`config.mk`:
```
export PLATFORM = sky130hd
export DESIGN_NAME = alu_share_arb_flat
export DESIGN_NICKNAME = d
export VERILOG_FILES = /design/src/rtl/alu_share_arb_if.sv /design/src/rtl/alu_share_arb.sv /design/src/flat_wrapper.sv
export SDC_FILE = /design/constraint.sdc
export NUM_CORES = 1
export LEC_CHECK = 0
export CAP_MARGIN = 20
export CORE_AREA = 2 2 197 160
export CTS_BUF_LIST = sky130_fd_sc_hd__clkbuf_8
export DETAILED_ROUTE_END_ITERATION = 8
export DIE_AREA = 0 0 199 162
export DONT_BUFFER_PORTS = 1
export REMOVE_ABC_BUFFERS = 1
export SYNTH_ARGS = -nofsm -noshare
export SYNTH_HDL_FRONTEND = slang
export SYNTH_SLANG_ARGS = --single-unit
```
`constraint.sdc`:
```
create_clock -name clk -period 11.3 [get_ports clk]
set_input_delay 2.825 -clock clk [delete_from_list [all_inputs] [get_ports clk]]
set_output_delay 2.825 -clock clk [all_outputs]
set_load 0.1 [all_outputs]
```
`src/rtl/alu_share_arb_if.sv`:
```
// Handshake and result bus between two requesters and the shared add/sub arbiter.
// Each requester sees valid/ready on its own request and response channel; the data bus is shared.
interface alu_share_arb_if #(
  parameter int WIDTH = 64
);
  logic             req0_valid;
  logic             req0_ready;
  logic [WIDTH-1:0] req0_a;
  logic [WIDTH-1:0] req0_b;
  logic             req0_sub;
  logic             req1_valid;
  logic             req1_ready;
  logic [WIDTH-1:0] req1_a;
  logic [WIDTH-1:0] req1_b;
  logic             req1_sub;
  logic             rsp0_valid;
  logic             rsp0_ready;
  logic             rsp1_valid;
  logic             rsp1_ready;
  logic [WIDTH-1:0] rsp_data;
  logic             rsp_of;
  logic             rsp_c;
  logic [15:0]      ops0_cnt;
  logic [15:0]      ops1_cnt;

  modport master (
    output req0_valid, req0_a, req0_b, req0_sub, rsp0_ready,
    output req1_valid, req1_a, req1_b, req1_sub, rsp1_ready,
    input  req0_ready, req1_ready, rsp0_valid, rsp1_valid,
    input  rsp_data, rsp_of, rsp_c, ops0_cnt, ops1_cnt
  );

  modport slave (
    input  req0_valid, req0_a, req0_b, req0_sub, rsp0_ready,
    input  req1_valid, req1_a, req1_b, req1_sub, rsp1_ready,
    output req0_ready, req1_ready, rsp0_valid, rsp1_valid,
    output rsp_data, rsp_of, rsp_c, ops0_cnt, ops1_cnt
  );
endinterface

```
`src/rtl/alu_share_arb.sv`:
```
// Two-requester round-robin arbiter in front of one shared add/sub datapath.
// Handshake: a beat moves on any rising edge where valid && ready; ready never waits on the same-cycle ready of the other side.
module alu_share_arb #(
  parameter int WIDTH = 64
) (
  input  logic              clk,
  input  logic              reset,
  alu_share_arb_if.slave    bus,
  output logic [1:0]        dbg_state
);

  typedef enum logic [1:0] {
    IDLE = 2'd0,
    EXEC = 2'd1,
    RESP = 2'd2
  } state_e;

  state_e           state_q, state_d;
  logic             last_q, last_d;
  logic             id_q, id_d;
  logic             sub_q, sub_d;
  logic [WIDTH-1:0] a_q, a_d;
  logic [WIDTH-1:0] b_q, b_d;
  logic [WIDTH-1:0] data_q, data_d;
  logic             of_q, of_d;
  logic             c_q, c_d;
  logic [15:0]      cnt0_q, cnt0_d;
  logic [15:0]      cnt1_q, cnt1_d;

  logic             gnt_v;
  logic             gnt_id;
  logic             ready0, ready1;
  logic             rsp0_v, rsp1_v;
  logic [WIDTH-1:0] b_eff;
  logic [WIDTH:0]   sum;
  logic             carry_into_msb;

  // Subtraction reuses the adder as A + ~B + 1; carry-in is the sub flag itself.
  assign b_eff          = sub_q ? ~b_q : b_q;
  assign sum            = {1'b0, a_q} + {1'b0, b_eff} + {{WIDTH{1'b0}}, sub_q};
  assign carry_into_msb = sum[WIDTH-1] ^ a_q[WIDTH-1] ^ b_eff[WIDTH-1];

  // On a tie the requester that did not win last time gets the grant.
  assign gnt_v  = bus.req0_valid | bus.req1_valid;
  assign gnt_id = (bus.req0_valid && bus.req1_valid) ? ~last_q : bus.req1_valid;

  always_comb begin
    state_d = state_q;
    last_d  = last_q;
    id_d    = id_q;
    sub_d   = sub_q;
    a_d     = a_q;
    b_d     = b_q;
    data_d  = data_q;
    of_d    = of_q;
    c_d     = c_q;
    cnt0_d  = cnt0_q;
    cnt1_d  = cnt1_q;
    ready0  = 1'b0;
    ready1  = 1'b0;
    rsp0_v  = 1'b0;
    rsp1_v  = 1'b0;
    case (state_q)
      IDLE: begin
        ready0 = gnt_v & ~gnt_id;
        ready1 = gnt_v & gnt_id;
        if (gnt_v) begin
          id_d    = gnt_id;
          last_d  = gnt_id;
          a_d     = gnt_id ? bus.req1_a   : bus.req0_a;
          b_d     = gnt_id ? bus.req1_b   : bus.req0_b;
          sub_d   = gnt_id ? bus.req1_sub : bus.req0_sub;
          state_d = EXEC;
        end
      end
      EXEC: begin
        data_d  = sum[WIDTH-1:0];
        of_d    = carry_into_msb ^ sum[WIDTH];
        // Borrow is the inverted carry when subtracting.
        c_d     = sum[WIDTH] ^ sub_q;
        state_d = RESP;
      end
      RESP: begin
        rsp0_v = ~id_q;
        rsp1_v = id_q;
        if (id_q ? bus.rsp1_ready : bus.rsp0_ready) begin
          if (!id_q && cnt0_q != 16'hFFFF) cnt0_d = cnt0_q + 16'd1;
          if (id_q && cnt1_q != 16'hFFFF)  cnt1_d = cnt1_q + 16'd1;
          state_d = IDLE;
        end
      end
      default: state_d = IDLE;
    endcase
  end

  always_ff @(posedge clk) begin
    if (reset) begin
      state_q <= IDLE;
      last_q  <= 1'b1;
      id_q    <= 1'b0;
      sub_q   <= 1'b0;
      a_q     <= '0;
      b_q     <= '0;
      data_q  <= '0;
      of_q    <= 1'b0;
      c_q     <= 1'b0;
      cnt0_q  <= '0;
      cnt1_q  <= '0;
    end else begin
      state_q <= state_d;
      last_q  <= last_d;
      id_q    <= id_d;
      sub_q   <= sub_d;
      a_q     <= a_d;
      b_q     <= b_d;
      data_q  <= data_d;
      of_q    <= of_d;
      c_q     <= c_d;
      cnt0_q  <= cnt0_d;
      cnt1_q  <= cnt1_d;
    end
  end

  assign bus.req0_ready = ready0;
  assign bus.req1_ready = ready1;
  assign bus.rsp0_valid = rsp0_v;
  assign bus.rsp1_valid = rsp1_v;
  assign bus.rsp_data   = data_q;
  assign bus.rsp_of     = of_q;
  assign bus.rsp_c      = c_q;
  assign bus.ops0_cnt   = cnt0_q;
  assign bus.ops1_cnt   = cnt1_q;
  assign dbg_state      = state_q;

endmodule

```
`src/flat_wrapper.sv`:
```
// flat-port wrapper written by rule: the top's interface ports become plain ports
module alu_share_arb_flat 
#(
  parameter int WIDTH = 64
)
  (clk, reset, dbg_state, bus_req0_valid, bus_req0_a, bus_req0_b, bus_req0_sub, bus_rsp0_ready, bus_req1_valid, bus_req1_a, bus_req1_b, bus_req1_sub, bus_rsp1_ready, bus_req0_ready, bus_req1_ready, bus_rsp0_valid, bus_rsp1_valid, bus_rsp_data, bus_rsp_of, bus_rsp_c, bus_ops0_cnt, bus_ops1_cnt);
  alu_share_arb_if #(.WIDTH(WIDTH)) bus_i ();
  input  logic clk;
  input  logic reset;
  output logic [1:0] dbg_state;
  input wire logic [$bits(bus_i.req0_valid)-1:0] bus_req0_valid;
  input wire logic [$bits(bus_i.req0_a)-1:0] bus_req0_a;
  input wire logic [$bits(bus_i.req0_b)-1:0] bus_req0_b;
  input wire logic [$bits(bus_i.req0_sub)-1:0] bus_req0_sub;
  input wire logic [$bits(bus_i.rsp0_ready)-1:0] bus_rsp0_ready;
  input wire logic [$bits(bus_i.req1_valid)-1:0] bus_req1_valid;
  input wire logic [$bits(bus_i.req1_a)-1:0] bus_req1_a;
  input wire logic [$bits(bus_i.req1_b)-1:0] bus_req1_b;
  input wire logic [$bits(bus_i.req1_sub)-1:0] bus_req1_sub;
  input wire logic [$bits(bus_i.rsp1_ready)-1:0] bus_rsp1_ready;
  output wire logic [$bits(bus_i.req0_ready)-1:0] bus_req0_ready;
  output wire logic [$bits(bus_i.req1_ready)-1:0] bus_req1_ready;
  output wire logic [$bits(bus_i.rsp0_valid)-1:0] bus_rsp0_valid;
  output wire logic [$bits(bus_i.rsp1_valid)-1:0] bus_rsp1_valid;
  output wire logic [$bits(bus_i.rsp_data)-1:0] bus_rsp_data;
  output wire logic [$bits(bus_i.rsp_of)-1:0] bus_rsp_of;
  output wire logic [$bits(bus_i.rsp_c)-1:0] bus_rsp_c;
  output wire logic [$bits(bus_i.ops0_cnt)-1:0] bus_ops0_cnt;
  output wire logic [$bits(bus_i.ops1_cnt)-1:0] bus_ops1_cnt;
  assign bus_i.req0_valid = bus_req0_valid;
  assign bus_i.req0_a = bus_req0_a;
  assign bus_i.req0_b = bus_req0_b;
  assign bus_i.req0_sub = bus_req0_sub;
  assign bus_i.rsp0_ready = bus_rsp0_ready;
  assign bus_i.req1_valid = bus_req1_valid;
  assign bus_i.req1_a = bus_req1_a;
  assign bus_i.req1_b = bus_req1_b;
  assign bus_i.req1_sub = bus_req1_sub;
  assign bus_i.rsp1_ready = bus_rsp1_ready;
  assign bus_req0_ready = bus_i.req0_ready;
  assign bus_req1_ready = bus_i.req1_ready;
  assign bus_rsp0_valid = bus_i.rsp0_valid;
  assign bus_rsp1_valid = bus_i.rsp1_valid;
  assign bus_rsp_data = bus_i.rsp_data;
  assign bus_rsp_of = bus_i.rsp_of;
  assign bus_rsp_c = bus_i.rsp_c;
  assign bus_ops0_cnt = bus_i.ops0_cnt;
  assign bus_ops1_cnt = bus_i.ops1_cnt;
  alu_share_arb #(.WIDTH(WIDTH)) u_core (.clk(clk), .reset(reset), .bus(bus_i), .dbg_state(dbg_state));
endmodule
```
=== Yosys cells after proc, flatten, opt, wreduce, memory -nomap -nowiden ===
Cells that the tools add are included.
W data, S select, Z words.

* Flip-flop bits (word level): 231
* Latch bits: 0
* Bits in writable memories: 0
* Memory bits (read-only): 0
* Bits of input ports: 264
* Output and inout port bits: 104
* Logic and storage cells: 54
* Memories: 0

* Add/sub/neg operators: 4
* Multipliers: 0
* Div/mod/pow operators: 0
* $lt $le $gt $ge: 0
* Equality and inequality tests: 6
* Shift operators: 0
* Multiplexer cells: 13
* Bitwise gates (word level): 11
* Reduce and logical (&&, ||, !) cells: 9

{| class="wikitable"
|+ Operators by type and width
! cell !! count
|-
| $mux W64 || 3
|-
| $add A64 B64 Y65 || 1
|-
| $add A65 B1 Y65 || 1
|-
| $not A64 Y64 || 1
|-
| $add A16 B1 Y16 const B || 2
|-
| $ne A16 B16 Y1 const B || 2
|-
| $mux W1 || 7
|-
| $pmux W2 S3 || 1
|-
| $reduce_and A3 Y1 || 2
|-
| $mux W2 || 2
|-
| $ne A2 B1 Y1 const B || 2
|-
| $reduce_and A2 Y1 || 2
|-
| $xor A1 B1 Y1 || 4
|-
| $logic_and A1 B1 Y1 || 3
|-
| $not A1 Y1 || 3
|-
| $and A1 B1 Y1 || 2
|-
| $eq A2 B1 Y1 const B || 1
|-
| $eq A2 B2 Y1 const B || 1
|-
| $logic_not A2 Y1 || 1
|-
| $logic_not A1 Y1 || 1
|-
| $or A1 B1 Y1 || 1
|}

=== Logic depth before layout (Yosys ltp) ===
Gate-level depths: netlist of the first run.

* Word-level depth: 7
* Depth in mapped cells: 15
* Gate-level depth less buffers: 13

=== Worst setup path before layout of the first run ===
No wires, ideal clock.

* Kind: input port to output port
* Start: in bus_req0_valid
* End: out bus_req1_ready
* Data arrival time: 4226 ps
* Data required time: 8475 ps
* Slack: 4249 ps
* Cell stages on the path: 4
* Buffers on the path: 2
* Cells stage by stage: nand2_1 -> and3_1 -> clkbuf_1 -> clkbuf_1

* Cells in the longest elaborated chain, start to end: 4
* Elaborated cells on any way between the ends: 5
* Classes of those cells: mux: 2; bitwise: 2; reduce/logical: 1

{| class="wikitable"
|+ RTL lines
! item !! line !! text
|-
| from (decl) || flat_wrapper.sv:11 || <nowiki>input wire logic [$bits(bus_i.req0_valid)-1:0] bus_req0_valid;</nowiki>
|-
| $logic_and A1 B1 Y1 || alu_share_arb.sv:45 || <nowiki>assign gnt_id = (bus.req0_valid && bus.req1_valid) ? ~last_q : bus.req1_valid;</nowiki>
|-
| $mux W1 || alu_share_arb.sv:45 ||
|-
| $and A1 B1 Y1 * || alu_share_arb.sv:66 || <nowiki>ready1 = gnt_v & gnt_id;</nowiki>
|-
| $mux W1 * || alu_share_arb.sv:63 || <nowiki>case (state_q)</nowiki>
|-
| to (decl) || flat_wrapper.sv:22 || <nowiki>output wire logic [$bits(bus_i.req1_ready)-1:0] bus_req1_ready;</nowiki>
|}

Every way passes the cells marked *; elsewhere a longest branch is shown, timed or not.

=== Final worst setup path of the first run ===
Ends and elaborated chain as after synthesis.

==> results of run 1 <==
-- cell usage in the layout, fill, tap and decap left out, drive strengths merged, types with 16 or more instances in the layout --
cell and count:
ha 65, xnor2 39, nand3 24, clkbuf 44, xor2 105, a31oi 16, and3 23, nand2 171
nand4 24, o21ai 62, inv 31, a21oi 127, nor2 211, dfxtp 231, a222oi 129
-- state kept, by name, summed over array words and instances (netlist names) --
name / count
u_core.bus.rsp_of: 1
u_core.a_q: 64
u_core.bus.rsp_data: 64
u_core.id_q: 1
u_core.bus.ops0_cnt: 16
u_core.sub_q: 1
u_core.bus.rsp_c: 1
u_core.bus.ops1_cnt: 16
u_core.b_q: 64
u_core.dbg_state: 2
u_core.last_q: 1
-- final timing paths --
path                            cells past startpoint                end      startpoint  slack [ns]
worst max-delay path                                2     bus_req1_ready  bus_req0_valid        4.53
worst min-delay path                                1      u_core.last_q   u_core.last_q        0.51
worst max register to register                     13  u_core.bus.rsp_of    u_core.sub_q        6.47
worst min register to register                      1      u_core.last_q   u_core.last_q        0.51
-- metal layers --
layer / wire, um / track usage [%]
met5: 0 / 0
met4: 887 / 6.886
met3: 3183 / 5.918
met2: 16700 / 35.79
met1: 17940 / 31.98
-- layout make-up --
cell class	instances	area share, %
Clock inverter	21	0.9915
Multi-Input combinational cell	1175	56.33
Clock buffer	44	4.402
Tap cell	413	3.757
Inverter	16	0.4366
Sequential cell	231	33.65
Timing Repair Buffer	8	0.4366
-- power by group through the flow --
stage	Sequential, mW	Clock (mW)	Combinational (mW)
after floorplan	1.15	0	0.531
after global placement	1.18	0	0.658
after detailed placement	1.18	0	0.666
after CTS	1.16	0.759	0.671
after global routing	1.17	0.790	0.757
final	1.16	0.731	0.672
-- cell families (layout without fill, tap and decap cells) --
| logic type | after synthesis | in the layout | share of synthesized area [%] |
|---|---|---|---|
| AO/OA/AOI/OAI | 432 | 432 | 24.92 |
| XOR/XNOR | 145 | 145 | 9.992 |
| adder cells (fa/ha/maj) | 66 | 66 | 6.486 |
| buffers and inverters | 133 | 89 | 4.003 |
| flip-flops | 231 | 231 | 36.00 |
| multiplexers | 4 | 4 | 0.3117 |
| AND/OR/NAND/NOR | 528 | 528 | 18.29 |
==> metrics.cfg, run 1 <==
[floorplan]
die_height_um = 162
core_sq_um = 30170
io_pins = 368
start_util_pct = 42.59
dieArea_sq_um = 32240
die_w_um = 199
num_rows = 57

[critical_path]
arrival_ns = 3.94
crit_family = simple AND/OR/NAND/NOR gates
slowest_delay_ns = 0.86
path_buf_inv = 0
crit_slowest_cell = and3_4
crit_fanout = 73
end_kind = output pin
startpoint_type = primary input
path_cells = nand2_1 -> and3_4
critPathKind = primary input to output pin
required_ns = 8.48

[final_layout]
nets = 1801
drive_gt1_share_pct = 5.485
final-seq-area_sq_um = 4628
fin_area_sq_um = 13760
fill_cells = 3052
fin_util_pct = 45.60
instances_no_fill = 1908
syn2layout_area_growth_pct = 7.071
n_antenna_cell = 0
multi_input_area_sq_um = 7749

[drt]
antenna_left = 0
first_pass_iters = 8
drt-initial-drc-count = 1119
vias = 11506
wl_per_cell_um = 20.29
drt-total-wl_um = 38700
viasPerCell = 6.030
drc = 0

[cts]
ctsRootBufferMaster = clkbuf_8
cts_hold_buf = 0
cts_resized = 0
cts_made_buffers = 39
clk_path_buf_depth = 3
cts_tree = yes
htreeDepth = 2
cts_setup_buffers = 0
insertion_delay_ns = 0.55
cts.sinks = 231
path_clk_slew_ns = 0.06

[synthesis]
synth_area_leaders = dfxtp_1 (36%), a222oi_1 (10%), xor2_1 (7.2%), ha_1 (6.3%), nor2_1 (6.2%)
avgSynthCellArea_sq_um = 8.348
yosys-top-cells-count = dfxtp_1 (231), nor2_1 (211), nand2_1 (171)
synth_top_cell_area_share_pct = 36.00
synth-seq-cells = 231
synth_edf_count = 0
synth_area_sq_um = 12850
yosysWarnings = 0
seq_area_frac_synth_pct = 36.00
synth_top_cell_by_area = dfxtp_1
synthCells = 1539
ys.flop_type = dfxtp_1
ys_types = 74
synth.most_common_cell = dfxtp_1
ys_async_sr_fraction_pct = 0

[run]
maxCapViolCount = 0

[timing]
tightest_slew_ns = 1.139
min_period_ns = 6.769
hold_viol_final = 0
finalCritPeriodShare_pct = 59.90
maxSlewViolCount = 0
fmax_mhz = 147.7
whs_ns = 0.5063
finalClockSkew_ns = 0.02274
setup_viol = 0
rsz0062_at_grt = false
max_slew_margin_pct = 23.71
layout_setup_ws_ns = 4.531
fin_tns_setup_ns = 0

[global_route]
grt_pass1_vias = 10861
grt_max_degree = 237
antenna_found_initial = 0
grt_first_pass_wirelength_um = 59790
groute.usage.overall_pct = 23.23
grt_overflow = 0

[power_and_ir_drop]
switchingPower_mw = 1.010
p_clk_share_pct = 28.5
comb_power_share_pct = 26.2
power_frac_seq_pct = 45.2
p_total_mw = 2.561
p_int_mw = 1.551
p_sw_share_pct = 39.43
p_leak_nw = 5.521
vdd_drop_max_uv = 98.35
pwr_density_cell_nw_per_um2 = 186.2

[placement]
place_ws_ns = 4.560
gp_congestion = 0.8531
dp_cells = 1843
portBuffers = 0
place_hpwl_um = 27890
dpl-instance-area_sq_um = 13010

[outcome]
outcome = completed

[worst_hold_path]
hp-class = flip-flop to flip-flop

Power figures use the tool's default switching activity.
==> inputs of run 2 (changes only) <==
==> constraint.sdc (replaced) <==
create_clock -name clk -period 6.8 [get_ports clk]
set_input_delay 1.7 -clock clk [delete_from_list [all_inputs] [get_ports clk]]
set_output_delay 1.7 -clock clk [all_outputs]
set_load 0.1 [all_outputs]
==> metrics.cfg, run 2 (synthesis results as in run 1) <==
[final_layout]
syn2layout_area_growth_pct = 6.934
drive_gt1_share_pct = 5.678  ; +0.19 points
final_common_cell = dfxtp_1
final_cell_mix = dfxtp_1 (230), nor2_1 (211), nand2_1 (171)
nets = 1803  ; +0.11%
fin_util_pct = 45.54  ; -0.058 points
n_antenna_cell = 0  ; unchanged
fin_area_sq_um = 13740  ; -0.13%

[timing]
fin_tns_setup_ns = 0  ; unchanged
fmax_mhz = 219.0
maxSlewViolCount = 0  ; unchanged
rsz0062_at_grt = false
hold_viol_final = 0  ; unchanged
min_period_ns = 4.567
max_slew_margin_pct = 23.67  ; -0.044 points
tightest_slew_ns = 1.143  ; +0.004258 ns
finalClockSkew_ns = 0.01215  ; -0.01059 ns
layout_setup_ws_ns = 2.233  ; -2.298 ns
finalCritPeriodShare_pct = 67.16
setup_viol = 0  ; unchanged

[power_and_ir_drop]
p_leak_nw = 5.496  ; -0.44%
pwr_density_cell_nw_per_um2 = 307.0  ; +65%
vdd_drop_max_uv = 161.9  ; +65%

[placement]
portBuffers = 0  ; unchanged
place_ws_ns = 2.517  ; -2.044 ns
dpl-instance-area_sq_um = 13020  ; about the same
place_hpwl_um = 28830  ; +3.4%
gp_congestion = 0.8756  ; +2.6%

[global_route]
grt_overflow = 0  ; unchanged
grt_pass1_vias = 10740  ; -1.1%
antenna_found_initial = 0  ; unchanged
grt_max_degree = 237  ; unchanged
groute.usage.overall_pct = 23.42  ; +0.18 points
grt_first_pass_wirelength_um = 60030  ; +0.40%

[cts]
path_clk_slew_ns = 0.06  ; about the same
cts_resized = 0  ; unchanged
htreeDepth = 2  ; unchanged
insertion_delay_ns = 0.55  ; about the same
cts_made_buffers = 40  ; +2.6%
cts_hold_buf = 0  ; unchanged
clk_path_buf_depth = 3  ; unchanged
cts_tree = yes
cts_setup_buffers = 0  ; unchanged
cts.sinks = 231  ; unchanged
ctsRootBufferMaster = clkbuf_8

[outcome]
outcome = completed

[floorplan]
io_pins = 368  ; unchanged
die_height_um = 162  ; unchanged
start_util_pct = 42.59  ; unchanged
dieArea_sq_um = 32240  ; unchanged
core_sq_um = 30170  ; unchanged
num_rows = 57  ; unchanged
die_w_um = 199  ; unchanged

[drt]
viasPerCell = 5.983  ; -0.79%
vias = 11427  ; -0.69%
wl_per_cell_um = 20.65  ; +1.8%
antenna_left = 0  ; unchanged
drt-total-wl_um = 39440  ; +1.9%
drt-initial-drc-count = 1050  ; -6.2%
drc = 0  ; unchanged
first_pass_iters = 9  ; +1

[critical_path]
end_kind = output pin
critPathKind = flip-flop to output pin
startpoint_type = flip-flop
crit_fanout = 5  ; -93%
required_ns = 5.10  ; -3.38 ns
arrival_ns = 2.87  ; -1.07 ns

[run]
maxCapViolCount = 0  ; unchanged

[worst_hold_path]
hp-class = flip-flop to flip-flop

[run 2: cell types whose count changed in the layout (fill, tap and decap cells not counted), sizes merged]
cell,before,now
buf,8,9
bufinv,2,0
clkbuf,44,45
clkinv,4,3
clkinvlp,0,4
inv,31,30
[run 2: power by group]
part | switching, mW | internal, mW
combinational | 0.684 | 0.435
sequential | 0.453 | 1.48
clock | 0.562 | 0.602
total | 1.70 | 2.52
[run 2: area by class of cell]
type                    count  area, sq um
fillers                  3064        16430
multi-input cells        1175         7749
repair buffers              9        67.56
inverters                  16        60.06
well taps                 413        516.7
clock buffers              45        619.3
flip-flops and latches    231         4628
clock inverters            21        97.59
[run 2: path summary, 6_finish.rpt]
check	from	to	slack (ns)	cells past startpoint
worst min-delay path	u_core.last_q	u_core.last_q	0.52	1
worst min register to register	u_core.last_q	u_core.last_q	0.52	1
worst max-delay path	u_core.dbg_state[1]	bus_rsp0_valid	2.23	2
worst max register to register	u_core.sub_q	u_core.bus.rsp_of	2.50	12
[run 2: layer usage]
layer / global-route usage [%] / wire (um)
met1: 33.35 / 18640
met2: 34.92 / 16780
met3: 6.001 / 3223
met4: 6.411 / 796
met5: 0 / 0
[run 2: critical path: stages, from the launching register on]
cell and delay (ns):
dfxtp_1 1.06, nor2b_1 0.31, nor2b_2 0.94
[run 2: per-stage QoR]
stage          hold slack [ns]  instances  power, mW
2_1_floorplan           0.4353       1422      2.789
3_3_place_gp            0.4999       1844      3.061
3_5_place_dp            0.4830       1844      3.073
4_1_cts                 0.5042       1910      4.260
5_1_grt                 0.5341       1910      4.466
6_report                0.5155       1910      4.218
==> inputs of run 3 (changes only) <==
--- a/config.mk
+++ b/config.mk
@@ -5,11 +5,12 @@
 export SDC_FILE = /design/constraint.sdc
 export NUM_CORES = 1
 export LEC_CHECK = 0
+export ABC_AREA = 1
 export CAP_MARGIN = 20
-export CORE_AREA = 2 2 197 160
+export CORE_AREA = 2 2 209 170
 export CTS_BUF_LIST = sky130_fd_sc_hd__clkbuf_8
 export DETAILED_ROUTE_END_ITERATION = 8
-export DIE_AREA = 0 0 199 162
+export DIE_AREA = 0 0 211 172
 export DONT_BUFFER_PORTS = 1
 export REMOVE_ABC_BUFFERS = 1
 export SYNTH_ARGS = -nofsm -noshare
==> constraint.sdc (replaced) <==
create_clock -name clk -period 4.18 [get_ports clk]
set_input_delay 1.045 -clock clk [delete_from_list [all_inputs] [get_ports clk]]
set_output_delay 1.045 -clock clk [all_outputs]
set_load 0.1 [all_outputs]
==> metrics.cfg, run 3 <==
[outcome]
outcome = completed

[floorplan]
core_sq_um = 34270  ; +14%
num_rows = 61  ; +7.0%
io_pins = 368  ; unchanged
die_height_um = 172  ; +6.2%
start_util_pct = 42.50  ; -0.088 points
die_w_um = 211  ; +6.0%
dieArea_sq_um = 36290  ; +13%

[timing]
min_period_ns = 3.487
max_slew_margin_pct = 24.76  ; +1.1 points
hold_viol_final = 0  ; unchanged
finalClockSkew_ns = 0.04154  ; +0.02939 ns
maxSlewViolCount = 0  ; unchanged
fin_tns_setup_ns = 0  ; unchanged
rsz0062_at_grt = false
tightest_slew_ns = 1.127  ; -0.01640 ns
setup_viol = 0  ; unchanged
fmax_mhz = 286.8
finalCritPeriodShare_pct = 83.42

[cts]
clk_path_buf_depth = 3  ; unchanged
ctsRootBufferMaster = clkbuf_8
cts.sinks = 231  ; unchanged
cts_tree = yes
htreeDepth = 2  ; unchanged
insertion_delay_ns = 0.59  ; +0.04 ns
cts_hold_buf = 0  ; unchanged
path_clk_slew_ns = 0.07  ; about the same
cts_made_buffers = 40  ; unchanged
cts_setup_buffers = 0  ; unchanged
cts_resized = 0  ; unchanged

[final_layout]
final-seq-area_sq_um = 4628  ; unchanged
final_common_cell = nand2_1
multi_input_area_sq_um = 8666  ; +12%
syn2layout_area_growth_pct = 9.467
instances_no_fill = 2706  ; +42%
fill_cells = 3714  ; +21%
n_antenna_cell = 0  ; unchanged
drive_gt1_share_pct = 7.638  ; +2.0 points
final_cell_mix = nand2_1 (650), nor2_1 (263), inv_1 (252)
nets = 2566  ; +42%

[global_route]
antenna_found_initial = 0  ; unchanged
grt_overflow = 0  ; unchanged
grt_max_degree = 199  ; -16%
grt_first_pass_wirelength_um = 73960  ; +23%
groute.usage.overall_pct = 25.80  ; +2.4 points
grt_pass1_vias = 13426  ; +25%

[placement]
portBuffers = 0  ; unchanged
gp_congestion = 0.9434  ; +7.7%
place_hpwl_um = 37530  ; +30%
dp_cells = 2635  ; +43%

[drt]
drc = 0  ; unchanged
wl_per_cell_um = 17.69  ; -14%
drt-total-wl_um = 47880  ; +21%
first_pass_iters = 5  ; -4
drt-initial-drc-count = 1016  ; -3.2%
antenna_left = 0  ; unchanged
vias = 14217  ; +24%
viasPerCell = 5.254  ; -12%

[synthesis]
synth_area_leaders = dfxtp_1 (32%), nand2_1 (17%), nor2_1 (6.9%), inv_1 (6.3%), a31oi_1 (5.8%)
ys_types = 46  ; -38%
yosysWarnings = 0  ; unchanged
synth.most_common_cell = nand2_1
synth_top_cell_area_share_pct = 31.75  ; -4.2 points
synth_area_sq_um = 14560  ; +13%
ys_async_sr_fraction_pct = 0  ; unchanged
synth_edf_count = 0  ; unchanged
synthCells = 2243  ; +46%
synth-seq-cells = 231  ; unchanged
ys.flop_type = dfxtp_1
yosys-top-cells-count = nand2_1 (650), nor2_1 (266), inv_1 (244)
synth_top_cell_by_area = dfxtp_1
seq_area_frac_synth_pct = 31.75  ; -4.2 points
avgSynthCellArea_sq_um = 6.493  ; -22%

[power_and_ir_drop]
p_leak_nw = 7.187  ; +31%
vdd_drop_max_uv = 215.4  ; +33%
p_total_mw = 7.093  ; +68%
pwr_density_cell_nw_per_um2 = 444.9  ; +45%

[critical_path]
rr_endpoint = u_core.bus.rsp_data[50]
critPathKind = flip-flop to output pin
crit_start = u_core.dbg_state[1]
crit_fanout = 4  ; -1
end_kind = output pin
crit-reg2reg-launch = u_core.sub_q
arrival_ns = 2.44  ; -0.43 ns
r2r_cells = 14  ; +2
rrSetupSlack_ns = 0.85  ; -1.65 ns
required_ns = 3.13  ; -1.97 ns
startpoint_type = flip-flop

[run]
maxCapViolCount = 0  ; unchanged

[worst_hold_path]
min_to = u_core.last_q
holdCritStartpoint = u_core.last_q
hp-class = flip-flop to flip-flop
min_path_cells = 2  ; +1

run 3: cell count changes after synthesis, moves of 18 or more:
cell | before | now
and3_1 | 23 | 2
clkbuf_1 | 98 | 64
nand4_1 | 24 | 6
nand2_1 | 171 | 650
a222oi_1 | 129 | 0
nor2_1 | 211 | 266
xnor2_1 | 39 | 10
o21ai_0 | 51 | 109
nand3_1 | 24 | 65
inv_1 | 15 | 244
a31oi_1 | 15 | 135
nand2_2 | 0 | 19
run 3: cell families (layout without fill, tap and decap cells):
| family | Yosys count | in the layout | share of synthesized area (%) |
|---|---|---|---|
| xor gates and xnor gates | 102 | 102 | 6.134 |
| AOI/OAI and AO/OA | 438 | 438 | 17.32 |
| DFF | 231 | 231 | 31.75 |
| and+or+nand+nor | 1068 | 1068 | 30.16 |
| buffers and inverters | 338 | 360 | 8.909 |
| adders and majority gates | 66 | 66 | 5.722 |
run 3: layout make-up:
type                       instances  share of cell area [%]
multi-input combinational       1674                   54.36
timing repair buffer              39                   1.993
clock inverter                    22                   1.020
inverter                         250                   5.910
clock buffer                      49                   4.230
sequential                       231                   29.03
tap                              441                   3.461
run 3: how the worst max path moves through the flow:
stage	cells past startpoint	end	slack (ns)
2_1_floorplan	4	u_core.a_q[1]	-9.21
3_3_place_gp	14	u_core.bus.rsp_data[61]	0.80
3_5_place_dp	14	u_core.bus.rsp_data[50]	0.83
4_1_cts	5	bus_rsp1_valid	0.66
5_1_grt	5	bus_rsp0_valid	0.54
6_report	5	bus_rsp1_valid	0.69
run 3: routing by layer:
layer  wire length [um]  global-route usage [%]
met1              23390                   36.49
met4                736                   5.450
met2              19780                   39.27
met5                  0                       0
met3               3964                   6.847
run 3: power breakdown:
group          internal, mW  total [mW]  switching, mW
logic                 0.588        1.74           1.16
registers              2.41        3.16          0.750
clock network          1.19        2.19          0.999
total                  4.19        7.09           2.90
run 3: through the flow:
step,instance area (sq um),hold WS (ns),setup slack (ns),util (%)
6_report,15940,0.4689,0.6932,46.52
3_5_place_dp,15110,0.4495,0.8332,44.08
2_1_floorplan,14200,0.4262,-9.213,-
4_1_cts,15940,0.4677,0.6569,46.52
3_3_place_gp,15110,0.4398,0.8023,44.08
5_1_grt,15940,0.5072,0.5424,46.52
run 3: critical path, stage by stage, from the launching register on:
cell and delay [ns]:
dfxtp_1 1.00, inv_1 0.13, nor2_1 0.16, inv_1 0.13
nor2_2 0.13, buf_4 0.30
